===== src/rtl/bus_sram_responder_pkg.sv =====
// Shared types for the bus-to-SRAM responder: bus field typedefs and the responder FSM state.
package bus_sram_responder_pkg;

    typedef logic [31:0] Word_t;
    typedef logic [31:0] BusAddr_t;
    typedef logic [3:0]  ByteEn_t;

    typedef enum logic [1:0] {
        IDLE = 2'd0,
        RD1  = 2'd1,
        RD2  = 2'd2,
        DONE = 2'd3
    } BusRespState_t;

endpackage


===== src/rtl/bus_sram_responder.sv =====
// Bus_if slave responder: dual-word reads and byte-masked writes against a
// single-port synchronous SRAM with one-cycle read latency.
module bus_sram_responder
    import bus_sram_responder_pkg::*;
#(
    parameter int ADDR_WIDTH = 14,
    parameter bit DUAL_WORD  = 1'b1
) (
    input  logic                  clk,
    input  logic                  rst,
    input  BusAddr_t              bus_address,
    input  logic                  bus_read,
    input  logic                  bus_write,
    input  ByteEn_t               bus_byteenable,
    input  Word_t                 bus_data_wr,
    output Word_t                 bus_data_rd,
    output Word_t                 bus_data_rd_2,
    output logic                  bus_stall,
    output logic [ADDR_WIDTH-1:0] sram_addr,
    output logic                  sram_en,
    output logic [3:0]            sram_we,
    output Word_t                 sram_wdata,
    input  Word_t                 sram_rdata
);

    BusRespState_t         state_r;
    BusRespState_t         next_state_s;
    logic [ADDR_WIDTH-1:0] word_addr_s;
    logic [ADDR_WIDTH-1:0] addr_r;
    Word_t                 data_rd_r;
    Word_t                 data_rd_2_r;
    logic                  addr_unused_s;

    assign word_addr_s   = bus_address[ADDR_WIDTH+1:2];
    assign addr_unused_s = ^{bus_address[31:ADDR_WIDTH+2], bus_address[1:0]};

    assign bus_data_rd   = data_rd_r;
    assign bus_data_rd_2 = data_rd_2_r;

    // State register, captured read word address and registered read data.
    always_ff @(posedge clk) begin
        if (rst) begin
            state_r     <= IDLE;
            addr_r      <= {ADDR_WIDTH{1'b0}};
            data_rd_r   <= 32'h0000_0000;
            data_rd_2_r <= 32'h0000_0000;
        end else begin
            state_r <= next_state_s;
            case (state_r)
                IDLE: begin
                    addr_r <= word_addr_s;
                end
                RD1: begin
                    data_rd_r <= sram_rdata;
                    if (!DUAL_WORD) begin
                        data_rd_2_r <= 32'h0000_0000;
                    end
                end
                RD2: begin
                    data_rd_2_r <= sram_rdata;
                end
                default: begin
                end
            endcase
        end
    end

    // Next-state and SRAM/bus handshake decode; reset forces a quiet interface.
    always_comb begin
        next_state_s = state_r;
        bus_stall    = 1'b0;
        sram_en      = 1'b0;
        sram_we      = 4'b0000;
        sram_addr    = addr_r;
        sram_wdata   = bus_data_wr;
        case (state_r)
            IDLE: begin
                sram_addr = word_addr_s;
                // A simultaneous read+write is served as a write only.
                if (bus_write) begin
                    sram_en      = 1'b1;
                    sram_we      = bus_byteenable;
                    bus_stall    = 1'b1;
                    next_state_s = DONE;
                end else if (bus_read) begin
                    sram_en      = 1'b1;
                    bus_stall    = 1'b1;
                    next_state_s = RD1;
                end else begin
                    next_state_s = IDLE;
                end
            end
            RD1: begin
                bus_stall = 1'b1;
                if (DUAL_WORD) begin
                    sram_en      = 1'b1;
                    sram_addr    = addr_r + {{(ADDR_WIDTH-1){1'b0}}, 1'b1};
                    next_state_s = RD2;
                end else begin
                    next_state_s = DONE;
                end
            end
            RD2: begin
                bus_stall    = 1'b1;
                next_state_s = DONE;
            end
            DONE: begin
                next_state_s = IDLE;
            end
            default: begin
                next_state_s = IDLE;
            end
        endcase
        if (rst) begin
            next_state_s = IDLE;
            bus_stall    = 1'b0;
            sram_en      = 1'b0;
            sram_we      = 4'b0000;
        end else begin
            next_state_s = next_state_s;
        end
    end

endmodule


===== config.mk =====
export PLATFORM = sky130hd
export DESIGN_NAME = bus_sram_responder
export DESIGN_NICKNAME = d
export VERILOG_FILES = /design/src/rtl/bus_sram_responder_pkg.sv /design/src/rtl/bus_sram_responder.sv
export SDC_FILE = /design/constraint.sdc
export NUM_CORES = 1
export LEC_CHECK = 0
export ABC_AREA = 1
export CAP_MARGIN = 20
export CORE_MARGIN = 2
export CORE_UTILIZATION = 25
export CTS_CLUSTER_SIZE = 40
export DETAILED_ROUTE_END_ITERATION = 6
export GPL_ROUTABILITY_DRIVEN = 0
export MAX_ROUTING_LAYER = met4
export PLACE_DENSITY = 0.69
export SLEW_MARGIN = 40
export SYNTH_ARGS = -nofsm -noshare
export SYNTH_HDL_FRONTEND = slang
export SYNTH_SLANG_ARGS = --single-unit

===== constraint.sdc =====
create_clock -name clk -period 1.5 [get_ports clk]
set_input_delay 0.15 -clock clk [delete_from_list [all_inputs] [get_ports clk]]
set_output_delay 0.15 -clock clk [all_outputs]
set_load 0.05 [all_outputs]

==> metrics.md <==
| Metric | Value |
|---|---|
| Status | finished with violations |
| Failing checks | negative setup slack |
| Layout cells sized above 1 | 30.4% |
| Routed Antenna Nets | 0 |
| Post-route minimum period | 1.77 ns |
| Clock sinks | 80 |
| Cell Chain, Critical Path | inv_4 > ha_4 > buf_6 > buf_8 > nand2_2 > nand2_1 > nand2_1 > nand2_2 > buf_12 |
| Final Core Density | 40.7% |
| Fin. Hold Viols | 0 |
| Final hold slack | 0.300 ns |
| Row count | 43 |
| Final setup margin | -0.273 ns |
| Die height | 124 microns |
| Area Growth Syn to Fin | 57.3% |
| Fillers | 1395 |
| Initial drt markers | 153 |
| CP Max Fanout | 9 |
| Worst hold-check path type | input pin to output pin |
| WL/cell | 13.4 microns |
| Critical Path Start | state_r[1] |
| Hold depth | 0 |
| Num CTS Buffers | 9 |
| Hold worst-path end | sram_wdata[0] |
| Chip width | 124 microns |
| H-tree lvl count | 3 |
| Total GRT Usage | 14.1% |
| Critical path type | register to output pin |
| Hold path start | bus_data_wr[0] |
| Mapped Cells | 501 |
| Final Setup Violations | 20 |
| Nature of the critical path startpoint | register |
| CTS root buffer | clkbuf_16 |
| Total power | 9.38 mW |
| Commonest non-fill, non-tap cell in the layout | nor2_1 |
| Final Max Slew Viols | 0 |
| Lkg Pwr | 2.49 nW |
| Largest area contributor in the netlist | dfxtp_1 |
| Skew final | 0.0106 ns |
| Via count | 3608 |
| R2R Path Start | state_r[0] |
| Max Cap Viol | 0 |
| Maximum vdd drop | 1.00 mV |
| Worst-Margin Slew | 0.360 ns |
| Share of the synthesized area in the top cell type | 44.3% |
| Drt drc | 0 |
| Synth Area per Inst | 7.22 sq um |
| CTS Hold Buffers Added | 0 |
| Vias in the first global route | 3450 |
| Crit path DAT | 1.62 ns |
| Crit path max-delay cell type | dfxtp_2 |
| Commonest cells after routing, fill and taps aside | nor2_1, buf_4, dfxtp_1, o21ai_1, clkdlybuf4s50_1 |
| Clk slew on worst S/H paths | 0.06 ns |
| CTS tree | done |
| Initial Util | 25.8% |
| Flop-to-flop setup slack | 0.08 ns |
| Clock Path Buffers | 2 |
| Largest net degree at the start of global routing | 35 |
| DP HPWL | 7430 microns |
| Met1 wire length | 4880 microns |
| Pre-antenna DRT Iters | 4 |
| Core ar. | 14000 sq um |
| Top Layer Used | met4 |
| Crit path buf inv count | 4 |
| Die ar. | 15400 sq um |
| IO buf count | 137 |
| Headroom to the max-slew limit | 76.0% |
| Met3 routed WL | 593 microns |
| Power Density | 1650 nW/um^2 |
| Yosys reg bits | 80 |
| Clk_lat worst skew | 0.34 ns |
| R2r worst-path depth | 7 |
| Post-synth net total | 610 |
| Slowest cell delay on critical path | 0.35 ns |
| Diodes inserted | 0 |
| Unique masters post-synth | 23 |
| Crit end category | output pin |
| Required time of the critical path | 1.35 ns |
| Worst reg2reg endpoint | bus_data_rd_2[28] |
| Crit share post-route | 118% |
| Final Net Count | 730 |
| Initial antenna violation count | 0 |
| Yosys warning count | 0 |
| Sequential share of the synthesized area | 44.3% |
| Total Wirelength | 10800 microns |
| Fmax | 0.564 GHz |
| Kind of cell adding the most delay to the critical path | buffers and inverters |
| Synth top area cells | dfxtp_1, nor2_1, o21ai_1 |
| Total gr overflow | 0 |
| RSZ-0062 raised after global routing | true |
| DR vias/cell | 4.48 |
| Multi-input logic area | 1760 sq um |
| First-pass GRT wire length | 17200 microns |
| Met2 WL | 5080 microns |
| Register area | 1610 sq um |
| IO Count | 220 |
| Mapped Area | 3620 sq um |
[sequential cells by signal (all words and copies together) (netlist names)]
signal,flops
bus_data_rd,32
bus_data_rd_2,32
addr_r,14
state_r,2
[power breakdown]
group	leakage, nW	internal, mW	switching (mW)
registers	0.661	2.52	0.256
clock network	0.135	1.28	0.884
logic	1.70	1.65	2.79
[synth_stat cells (all sizes together)]
cell type	instances
a21oi	18
buf	51
clkbuf	8
dfxtp	80
ha	5
inv	21
nand2	64
nand3	17
nand4	6
nor2	146
o211ai	2
o21a	7
o21ai	74
o21bai	1
o221ai	1
[layout make-up]
type | instances | area share [%]
clock buffer | 10 | 4.02
clock inverter | 5 | 1.03
inverter | 21 | 1.74
multi-input combinational | 341 | 30.9
sequential | 80 | 28.4
tap | 180 | 3.96
timing repair buffer | 168 | 30.0
[stage by stage]
step / TNS [ns] / area, sq um / std cells / setup WS, ns
2_1_floorplan: -1.40 / 3700 / 501 / -0.333
3_3_place_gp: 0 / 5130 / 780 / 0.0183
3_5_place_dp: 0 / 5130 / 780 / 0.00320
4_1_cts: -4.59 / 5580 / 799 / -0.289
5_1_grt: -5.76 / 5690 / 805 / -0.354
6_report: -4.16 / 5690 / 805 / -0.273
[worst reg2reg max path, stage by stage, from the launching register on]
cell	delay [ns]
dfxtp_4	0.38
inv_4	0.04
buf_4	0.12
ha_1	0.22
buf_12	0.17
buf_4	0.18
o21ai_1	0.15
nor2_1	0.05
[routing by layer]
layer,global-route usage (%),vias to the layer above
li1,-,1830
met1,17.0,1651
met2,22.0,99
met3,4.68,28
met4,4.96,0
met5,-,-
[cell families (layout without fill, tap and decap cells)]
| group | after synthesis | after routing | synth area share, % |
|---|---|---|---|
| fa+ha+maj | 5 | 5 | 1.73 |
| buf+inv | 80 | 204 | 12.8 |
| flops | 80 | 80 | 44.3 |
| compound gates | 103 | 103 | 15.2 |
| simple gates | 233 | 233 | 26.0 |
[worst max path at each step]
stage	endpoint	slack [ns]	depth (start not counted)
after floorplan	sram_addr[4]	-0.33	7
after global placement	sram_addr[5]	0.02	8
after detailed placement	sram_addr[5]	0.003	8
after CTS	sram_addr[10]	-0.29	8
after global routing	sram_addr[3]	-0.35	7
final	sram_addr[5]	-0.27	9
[timing repair]
action	in CTS	in global routing
buffers inserted	4	6
gates resized for setup	37	24
pin swaps	8	13
endpoints found under the setup margin	20	20
(Power assumes the default switching activity.)
